### src/rtl/loader_pkg.sv
// Shared definitions for the boot-time program loader.
//   ADDR_W / DATA_W  : instruction memory address and word widths
//   CNT_W            : width of the header word count (N-1)
//   BYTES_PER_WORD   : stream bytes per instruction word
//   state_t          : loader frame-parsing states
//   pack_word()      : assembles one instruction word from its three bytes
package loader_pkg;

    localparam int unsigned ADDR_W         = 12;
    localparam int unsigned DATA_W         = 19;
    localparam int unsigned CNT_W          = 12;
    localparam int unsigned BYTES_PER_WORD = 3;

    typedef enum logic [2:0] {
        HDR0,
        HDR1,
        W0,
        W1,
        W2,
        CHK,
        DONE,
        ERR
    } state_t;

    // Little-endian word: only the low 3 bits of the top byte carry data.
    function automatic logic [DATA_W-1:0] pack_word(input logic [2:0] b2,
                                                    input logic [7:0] b1,
                                                    input logic [7:0] b0);
        return {b2, b1, b0};
    endfunction

endpackage

### src/rtl/prog_loader_if.sv
// Byte-stream and instruction-memory signals of the program loader.
//   master : host side (drives byte_in/byte_valid, observes everything else)
//   slave  : loader side (accepts bytes, drives imem write port and status)
interface prog_loader_if #(
    parameter int unsigned ADDR_W = loader_pkg::ADDR_W,
    parameter int unsigned DATA_W = loader_pkg::DATA_W
);
    logic [7:0]        byte_in;
    logic              byte_valid;
    logic              byte_ready;
    logic              imem_we;
    logic [ADDR_W-1:0] imem_addr;
    logic [DATA_W-1:0] imem_wdata;
    logic              cpu_hold;
    logic              done;
    logic              error;

    modport master (
        output byte_in, byte_valid,
        input  byte_ready, imem_we, imem_addr, imem_wdata, cpu_hold, done, error
    );

    modport slave (
        input  byte_in, byte_valid,
        output byte_ready, imem_we, imem_addr, imem_wdata, cpu_hold, done, error
    );
endinterface

### src/rtl/word_packer.sv
// Assembles a 19-bit instruction word from three little-endian stream bytes.
//   clk, rst  : clock, synchronous active-high reset
//   byte_in   : current stream byte (the top byte, b2, is used directly)
//   load_b0   : capture byte_in as b0
//   load_b1   : capture byte_in as b1
//   word      : {byte_in[2:0], b1, b0}, valid while the b2 byte is presented
//   frame_ok  : byte_in[7:3] are zero, i.e. byte_in is a legal b2 byte
module word_packer
    import loader_pkg::*;
(
    input  logic              clk,
    input  logic              rst,
    input  logic [7:0]        byte_in,
    input  logic              load_b0,
    input  logic              load_b1,
    output logic [DATA_W-1:0] word,
    output logic              frame_ok
);

    logic [7:0] b0_q;
    logic [7:0] b1_q;

    always_ff @(posedge clk) begin
        if (rst) begin
            b0_q <= '0;
            b1_q <= '0;
        end else begin
            if (load_b0) b0_q <= byte_in;
            if (load_b1) b1_q <= byte_in;
        end
    end

    always_comb begin
        word     = pack_word(byte_in[2:0], b1_q, b0_q);
        frame_ok = (byte_in[7:3] == 5'd0);
    end

endmodule

### src/rtl/prog_loader.sv
// Boot-time program loader: parses a framed byte image (header, packed
// 19-bit words, XOR checksum), writes each word to instruction memory from
// address 0, and releases the core once the checksum verifies.
//   clk, rst : clock, synchronous active-high reset
//   bus      : slave side of prog_loader_if (byte stream in, imem write port,
//              cpu_hold / done / error status out)
module prog_loader #(
    parameter int unsigned ADDR_W = loader_pkg::ADDR_W,
    parameter int unsigned DATA_W = loader_pkg::DATA_W
) (
    input  logic         clk,
    input  logic         rst,
    prog_loader_if.slave bus
);
    import loader_pkg::*;

    state_t            state_q, state_d;
    logic [CNT_W-1:0]  cnt_q, cnt_d;
    logic [ADDR_W-1:0] addr_q, addr_d;
    logic [7:0]        xor_q, xor_d;
    logic              ready_q, ready_d;
    logic              we_q, we_d;
    logic [ADDR_W-1:0] waddr_q, waddr_d;
    logic [DATA_W-1:0] wdata_q, wdata_d;
    logic              done_q, done_d;
    logic              err_q, err_d;
    logic              hold_q, hold_d;

    logic              acc;
    logic              load_b0, load_b1;
    logic [DATA_W-1:0] word;
    logic              frame_ok;

    assign acc = bus.byte_valid & ready_q;

    word_packer u_packer (
        .clk      (clk),
        .rst      (rst),
        .byte_in  (bus.byte_in),
        .load_b0  (load_b0),
        .load_b1  (load_b1),
        .word     (word),
        .frame_ok (frame_ok)
    );

    always_comb begin
        state_d = state_q;
        cnt_d   = cnt_q;
        addr_d  = addr_q;
        xor_d   = xor_q;
        we_d    = 1'b0;
        waddr_d = waddr_q;
        wdata_d = wdata_q;
        done_d  = done_q;
        err_d   = err_q;
        hold_d  = hold_q;
        load_b0 = 1'b0;
        load_b1 = 1'b0;

        if (acc) begin
            unique case (state_q)
                HDR0: begin
                    xor_d      = xor_q ^ bus.byte_in;
                    cnt_d[7:0] = bus.byte_in;
                    state_d    = HDR1;
                end
                HDR1: begin
                    // Upper header nibble is ignored but still checksummed.
                    xor_d       = xor_q ^ bus.byte_in;
                    cnt_d[11:8] = bus.byte_in[3:0];
                    state_d     = W0;
                end
                W0: begin
                    xor_d   = xor_q ^ bus.byte_in;
                    load_b0 = 1'b1;
                    state_d = W1;
                end
                W1: begin
                    xor_d   = xor_q ^ bus.byte_in;
                    load_b1 = 1'b1;
                    state_d = W2;
                end
                W2: begin
                    xor_d = xor_q ^ bus.byte_in;
                    if (!frame_ok) begin
                        err_d   = 1'b1;
                        state_d = ERR;
                    end else begin
                        we_d    = 1'b1;
                        waddr_d = addr_q;
                        wdata_d = word;
                        if (cnt_q == '0) begin
                            // Last word: address is left alone so N=4096 never wraps.
                            state_d = CHK;
                        end else begin
                            cnt_d   = cnt_q - 1'b1;
                            addr_d  = addr_q + 1'b1;
                            state_d = W0;
                        end
                    end
                end
                CHK: begin
                    if (bus.byte_in == xor_q) begin
                        done_d  = 1'b1;
                        hold_d  = 1'b0;
                        state_d = DONE;
                    end else begin
                        err_d   = 1'b1;
                        state_d = ERR;
                    end
                end
                DONE, ERR: begin
                end
                default: begin
                end
            endcase
        end

        // Registered ready looks ahead at the next state so it drops on entry.
        ready_d = (state_d != DONE) && (state_d != ERR);
    end

    always_ff @(posedge clk) begin
        if (rst) begin
            state_q <= HDR0;
            cnt_q   <= '0;
            addr_q  <= '0;
            xor_q   <= '0;
            ready_q <= 1'b0;
            we_q    <= 1'b0;
            waddr_q <= '0;
            wdata_q <= '0;
            done_q  <= 1'b0;
            err_q   <= 1'b0;
            hold_q  <= 1'b1;
        end else begin
            state_q <= state_d;
            cnt_q   <= cnt_d;
            addr_q  <= addr_d;
            xor_q   <= xor_d;
            ready_q <= ready_d;
            we_q    <= we_d;
            waddr_q <= waddr_d;
            wdata_q <= wdata_d;
            done_q  <= done_d;
            err_q   <= err_d;
            hold_q  <= hold_d;
        end
    end

    assign bus.byte_ready = ready_q;
    assign bus.imem_we    = we_q;
    assign bus.imem_addr  = waddr_q;
    assign bus.imem_wdata = wdata_q;
    assign bus.cpu_hold   = hold_q;
    assign bus.done       = done_q;
    assign bus.error      = err_q;

endmodule

### src/flat_wrapper.sv
// flat-port wrapper written by rule: the top's interface ports become plain ports
module prog_loader_flat import loader_pkg::*;
#(
    parameter int unsigned ADDR_W = loader_pkg::ADDR_W,
    parameter int unsigned DATA_W = loader_pkg::DATA_W
)
  (clk, rst, bus_byte_in, bus_byte_valid, bus_byte_ready, bus_imem_we, bus_imem_addr, bus_imem_wdata, bus_cpu_hold, bus_done, bus_error);
  prog_loader_if #(.ADDR_W(ADDR_W), .DATA_W(DATA_W)) bus_i ();
  input  logic clk;
  input  logic rst;
  input wire logic [$bits(bus_i.byte_in)-1:0] bus_byte_in;
  input wire logic [$bits(bus_i.byte_valid)-1:0] bus_byte_valid;
  output wire logic [$bits(bus_i.byte_ready)-1:0] bus_byte_ready;
  output wire logic [$bits(bus_i.imem_we)-1:0] bus_imem_we;
  output wire logic [$bits(bus_i.imem_addr)-1:0] bus_imem_addr;
  output wire logic [$bits(bus_i.imem_wdata)-1:0] bus_imem_wdata;
  output wire logic [$bits(bus_i.cpu_hold)-1:0] bus_cpu_hold;
  output wire logic [$bits(bus_i.done)-1:0] bus_done;
  output wire logic [$bits(bus_i.error)-1:0] bus_error;
  assign bus_i.byte_in = bus_byte_in;
  assign bus_i.byte_valid = bus_byte_valid;
  assign bus_byte_ready = bus_i.byte_ready;
  assign bus_imem_we = bus_i.imem_we;
  assign bus_imem_addr = bus_i.imem_addr;
  assign bus_imem_wdata = bus_i.imem_wdata;
  assign bus_cpu_hold = bus_i.cpu_hold;
  assign bus_done = bus_i.done;
  assign bus_error = bus_i.error;
  prog_loader #(.ADDR_W(ADDR_W), .DATA_W(DATA_W)) u_core (.clk(clk), .rst(rst), .bus(bus_i));
endmodule
### config.mk
export PLATFORM = sky130hd
export DESIGN_NAME = prog_loader_flat
export DESIGN_NICKNAME = d
export VERILOG_FILES = /design/src/rtl/loader_pkg.sv /design/src/rtl/prog_loader_if.sv /design/src/rtl/word_packer.sv /design/src/rtl/prog_loader.sv /design/src/flat_wrapper.sv
export SDC_FILE = /design/constraint.sdc
export NUM_CORES = 1
export LEC_CHECK = 0
export CAP_MARGIN = 20
export CORE_ASPECT_RATIO = 0.75
export CORE_MARGIN = 3
export CORE_UTILIZATION = 40
export DETAILED_ROUTE_END_ITERATION = 7
export MAX_ROUTING_LAYER = met4
export PLACE_DENSITY = 0.61
export SLEW_MARGIN = 10
export SYNTH_ARGS = -nofsm -noshare
export SYNTH_HDL_FRONTEND = slang
export SYNTH_SLANG_ARGS = --single-unit
### constraint.sdc
create_clock -name clk -period 3.7 [get_ports clk]
set_input_delay 0.37 -clock clk [delete_from_list [all_inputs] [get_ports clk]]
set_output_delay 0.37 -clock clk [all_outputs]
set_load 0.005 [all_outputs]
== Word level (Yosys, flattened, before mapping) ==
Index checks and enable logic that the tools add are counted.
Widths: inputs -> output; s select.

* Input bits: 11
* Bits in registers: 87
* Logic and storage cells: 66

* Bitwise gates (word level): 5
* Reduce and logical (&&, ||, !) cells: 16
* Multiplexer cells: 17
* $add $sub $neg: 2
* Eq/ne operators: 12

{| class="wikitable"
|+ Operator list
! cell !! count
|-
| $mux 12 || 2
|-
| $pmux 3 s6 || 1
|-
| $pmux 8 s2 || 1
|-
| $reduce_and 4->1 || 4
|-
| $add 12x1->12 const B || 1
|-
| $logic_not 12->1 || 1
|-
| $sub 12x1->12 const B || 1
|-
| $mux 3 || 3
|-
| $eq 8x8->1 || 1
|-
| $mux 1 || 8
|-
| $pmux 4 s2 || 1
|-
| $xor 8x8->8 || 1
|-
| $eq 3x2->1 const B || 2
|-
| $eq 3x3->1 const B || 2
|-
| $ne 2x2->1 const B || 3
|-
| $ne 3x3->1 const B || 2
|-
| $reduce_and 3->1 || 2
|-
| $reduce_bool 2->1 || 3
|-
| $logic_not 5->1 || 1
|-
| $reduce_or 5->1 || 1
|-
| $eq 3x1->1 const B || 1
|-
| $logic_not 3->1 || 1
|-
| $not 1->1 || 3
|-
| $reduce_or 3->1 || 1
|-
| other kinds (5) || 5
|}

== Logic depth before layout (Yosys ltp) ==
* Depth in word-level cells: 7
* Mapped depth: 10
* Mapped depth without buffers: 7

== Hierarchy ==
Synthesis repeated with hierarchy kept, for this count alone.

* Cells, all modules: 464
* Area, all modules: 3892.5 µm²

{| class="wikitable"
|+ Modules (own cells, without submodules)
! module !! cells an instance !! sequential area each (µm²) !! area each (µm²) !! times used
|-
| prog_loader || 407 || 1421.4 || 3299.4 || 1
|-
| word_packer || 57 || 320.3 || 593.1 || 1
|}

== Least setup slack after synthesis ==
Ideal clock, no wire load.

* Path type: flip-flop to flip-flop
* From: register u_core.cnt_q[0]
* To: register u_core.cnt_q[1]
* Path slack: 1.351 ns
* Arrival time: 2.222 ns
* Setup time: 0.128 ns
* Cell stages (with the launch flop): 11
* Period minus slack after synthesis: 2.349 ns
* Cell sequence: dfxtp_1 inv_1 ha_1 or4b_1 clkbuf_1 or4_4 buf_6 a21boi_2 buf_6 mux2i_1 nor2_1

* Longest elaborated chain between the ends: 4
* Elaborated cells on any way between the ends: 7
* Those cells by class: 1 x add/sub; 1 x eq/ne; 3 x mux; 2 x reduce/logical

{| class="wikitable"
|+ Ends and longest elaborated chain
! item !! RTL line !! source
|-
| start, declared || prog_loader.sv:18 || <nowiki>logic [CNT_W-1:0] cnt_q, cnt_d;</nowiki>
|-
| start signal, assigned || prog_loader.sv:138 || <nowiki>cnt_q <= cnt_d;</nowiki>
|-
| $sub 12x1->12 || prog_loader.sv:96 || <nowiki>cnt_d = cnt_q - 1'b1;</nowiki>
|-
| $mux 12 || prog_loader.sv:92 || <nowiki>if (cnt_q == '0) begin</nowiki>
|-
| $mux 12 || prog_loader.sv:85 || <nowiki>if (!frame_ok) begin</nowiki>
|-
| $pmux 8 s2 || prog_loader.sv:61 || <nowiki>unique case (state_q)</nowiki>
|}

Several ways; a longest one is shown, not always the timed one. The select of a mux whose other input is x is not followed.
A chain may end at the register's enable or synchronous reset.

== Worst setup path after layout ==
Ends and elaborated chain as after synthesis.

==> summary.txt <==
Final layout
  – Area Growth Syn to Fin: 23.0%
  – Fill cell count: 901
  – Footprint of the multi-input gates: 0.00193 sq mm
  – Share of layout cells above drive strength 1: 7.33%
  – Layout Nets: 513
  – Reg area: 0.00174 sq mm
  – ANT cells: 0

Worst setup path
  – Critical path's slowest cell: or4b_1
  – R2r startpoint: u_core.cnt_q[0]$_SDFFE_PP0P_
  – Worst EP required: about 3900 ps
  – Critical Path Max Stage Delay: 600 ps
  – Arr. time, crit path: 2860 ps
  – Crit Path Max Fanout: 12
  – Worst path buffer plus inverter count: 1
  – Worst Path Class, Setup: register to register
  – Reg2Reg Setup Slack: between 1000 and 1500 ps
  – Worst r2r dst: u_core.cnt_q[1]$_SDFFE_PP0P_
  – Reg2reg path depth: 7
  – Crit-path cells: inv_1 > ha_1 > or4b_1 > or4_4 > a21boi_2 > mux2i_1 > nor2_1
  – CP startpoint kind: register
  – Crit end category: register
  – Cell family with most CP delay: simple AND/OR/NAND/NOR gates

Timing
  – Max Transition Viols Final: 0
  – Max frequency: 378 MHz
  – Unrepaired setup endpoints after global routing: false
  – Final setup margin: 1050 ps
  – Hold violation count in the final report: 0
  – Final setup TNS: 0 ps
  – Slew headroom: 54.6%
  – Skew final: 6.86 ps
  – Worst slew pin tran: 680 ps
  – Final min period: 2650 ps
  – Final period util: 71.5%
  – # setup viols final: 0

Global route
  – Initial antenna violation count: 0
  – Vias in the first global route: 3,133
  – Largest net degree at the start of global routing: 40
  – Grt ovf: 0
  – First-pass GRT wire length: ~16,000 um
  – GRT Overall Usage: 18.1%

Floorplanning
  – Die H: around 91 um
  – Die width: 119 um
  – IO Pins: 47
  – # rows: 30
  – Initial Util: 41.6%
  – Core area: 0.00916 sq mm
  – Die area: 0.0108 sq mm

Route
  – First-pass DRT Iterations: 4
  – Avg WL per Cell: 14.2 um
  – DRT iter0 DRCs: 186
  – ANT nets after route: 0
  – Via count: between 3,000 and 4,000
  – Via density: 5.15
  – Residual DRC: 0
  – Total Routed Length: 9010 um

CTS
  – Reg clk slew, reported paths: 60 ps
  – Cts bufs inserted: 9
  – CTS root buf: clkbuf_16
  – Htree depth: 3
  – Postcts setup bufs: 0
  – Max Root-Sink Buffers: 2
  – Worst-skew pair later-pin latency: 340 ps
  – Post-CTS sizing: 0
  – TritonCTS clock tree: built
  – CTS sink cnt: 87
  – Hold-fix buffers, CTS: 0

Logic synthesis
  – Syn Area/Cell: 8.20 sq um
  – Ys async rst share: 0%
  – Prevailing post-synth register cell: dfxtp_1
  – Mapped Cells: 465
  – Synth cell types: between 50 and 60
  – Seq cells post-synth: 87
  – Yosys Warn Count: 0
  – Post-synth EDFFs: 0
  – Sequential area share after synthesis: 45.7%
  – Mapped Nets: 478
  – Synthesized area: 0.00381 sq mm

Worst hold path
  – Hold Path Class: register to register
  – Hold-critical path depth: 2
  – Hold wc startpoint: u_core.bus.done$_SDFFE_PP0P_
  – Hold Path End: u_core.bus.done$_SDFFE_PP0P_

Place
  – Dpl ws: 910 ps
  – # port buffers: 46
  – Routability cong.: a little under 0.9
  – Post-DP HPWL: 6370 um

Flow run
  – Max-cap viol count: 0

Power
  – Internal cell power: 1.58 mW
  – Power Density: ~430 mW/mm^2
  – Sequential share of power: 47.5%
  – Leakage power: 1.68 nW
  – Net switching power figure: 0.454 mW
  – Comb pwr share: 7.0%
  – Net Sw Frac: 22.3%
  – Max VDD drop: 0.210 mV
  – Clock power share: ~46%
  – Design Power: between 2 and 2.5 mW

Status
  – Status: finished clean
==> logic make-up (layout without fill, tap and decap cells) <==
logic type                 count (synthesis)  in the layout  synth area share (%)
and+or+nand+nor                          207            207                  25.8
AOI/OAI and AO/OA                         93             93                  13.8
DFF                                       87             87                  45.7
buffers and inverters                     35             75                  3.87
xor gates and xnor gates                  21             21                  4.82
muxes                                     20             20                  5.35
adders and majority gates                  2              2                 0.656
==> routing by layer <==
metal / wire, um / vias up / track usage [%]
li1: - / 1651 / -
met1: 4480 / 1507 / 24.3
met2: 3970 / 86 / 27.5
met3: 462 / 13 / 4.76
met4: 100 / 0 / 4.53
met5: 0 / - / -
==> registers in the layout, summed over array words and instances, names as in the netlist <==
register	count
u_core.bus.imem_we	1
u_core.bus.cpu_hold	1
u_core.xor_q	8
u_core.u_packer.b0_q	8
u_core.addr_q	12
u_core.u_packer.b1_q	8
u_core.cnt_q	12
u_core.state_q	3
u_core.bus.done	1
u_core.bus.imem_wdata	19
u_core.bus.error	1
u_core.bus.byte_ready	1
u_core.bus.imem_addr	12
==> synth_stat cells (3+ instances only) <==
master | number | area share [%]
nand3_1 | 15 | 2.0
clkbuf_1 | 26 | 2.6
and3_1 | 4 | 0.66
nor3b_1 | 3 | 0.59
o21ai_0 | 17 | 2.2
a21oi_1 | 55 | 7.2
nor4_1 | 5 | 0.82
nand2_1 | 86 | 8.5
nor2_1 | 51 | 5.0
xnor2_1 | 4 | 0.92
mux2i_1 | 17 | 4.5
nor2b_1 | 5 | 0.82
a21o_1 | 4 | 0.79
mux2_2 | 3 | 0.89
inv_1 | 5 | 0.49
nor4b_1 | 5 | 1.1
dfxtp_1 | 87 | 46
nor3_1 | 5 | 0.66
xor2_1 | 17 | 3.9
nand2b_1 | 8 | 1.3
or3_1 | 4 | 0.66
==> cell usage in the layout, fill, tap and decap left out, drive strengths merged, types with 4 or more instances in the layout <==
| cell type | Yosys | final |
|---|---|---|
| nor4b | 5 | 5 |
| o21ai | 18 | 18 |
| and3 | 4 | 4 |
| dfxtp | 87 | 87 |
| nand2 | 86 | 86 |
| nand2b | 8 | 8 |
| nor4 | 6 | 6 |
| clkdlybuf4s50 | 0 | 45 |
| nor2 | 51 | 51 |
| nand3 | 15 | 15 |
| buf | 4 | 9 |
| xnor2 | 4 | 4 |
| mux2i | 17 | 17 |
| xor2 | 17 | 17 |
| inv | 5 | 5 |
| clkbuf | 26 | 13 |
| a21oi | 57 | 57 |
| or3 | 4 | 4 |
| nor3 | 5 | 5 |
| nor2b | 5 | 5 |
| a21o | 4 | 4 |
==> power by group through the flow <==
stage / logic (mW) / registers (mW) / clock network, mW
after floorplan: 0.105 / 0.980 / 0
after global placement: 0.137 / 0.985 / 0
after detailed placement: 0.141 / 0.986 / 0
after CTS: 0.142 / 0.965 / 0.949
after global routing: 0.158 / 0.967 / 0.990
final: 0.141 / 0.965 / 0.925
==> cell type report <==
type,count,area share [%]
Tap cell,128,3.42
Clock buffer,13,5.76
Clock inverter,3,0.854
Timing Repair Buffer,54,11.3
Sequential cell,87,37.1
Inverter,5,0.400
Multi-Input combinational cell,343,41.2
==> tightest hold or removal path: stages, from the launching register on <==
cell and delay (ps):
dfxtp_1 310, inv_1 50, a21oi_1 50
==> per-stage QoR <==
stage / util [%] / cell area (sq um) / hold WS [ps] / cells
floorplan: - / 3810 / 431 / 465
global placement: 47.6 / 4360 / 433 / 616
detailed placement: 47.8 / 4380 / 440 / 617
CTS: 51.2 / 4690 / 449 / 633
global route: 51.2 / 4690 / 465 / 633
finish: 51.2 / 4690 / 447 / 633
==> worst max path at each step <==
stage	slack (ps)	start	cells after the start	to
3_3_place_gp	960	bus_byte_in[3]	8	u_core.addr_q[11]$_SDFFE_PP0P_
5_1_grt	890	u_core.cnt_q[0]$_SDFFE_PP0P_	7	u_core.cnt_q[1]$_SDFFE_PP0P_
6_report	1050	u_core.cnt_q[0]$_SDFFE_PP0P_	7	u_core.cnt_q[1]$_SDFFE_PP0P_
4_1_cts	1060	u_core.cnt_q[0]$_SDFFE_PP0P_	7	u_core.cnt_q[1]$_SDFFE_PP0P_
3_5_place_dp	910	bus_byte_in[3]	8	u_core.addr_q[11]$_SDFFE_PP0P_
2_1_floorplan	1350	u_core.cnt_q[0]$_SDFFE_PP0P_	10	u_core.cnt_q[1]$_SDFFE_PP0P_
(Power assumes the default switching activity.)
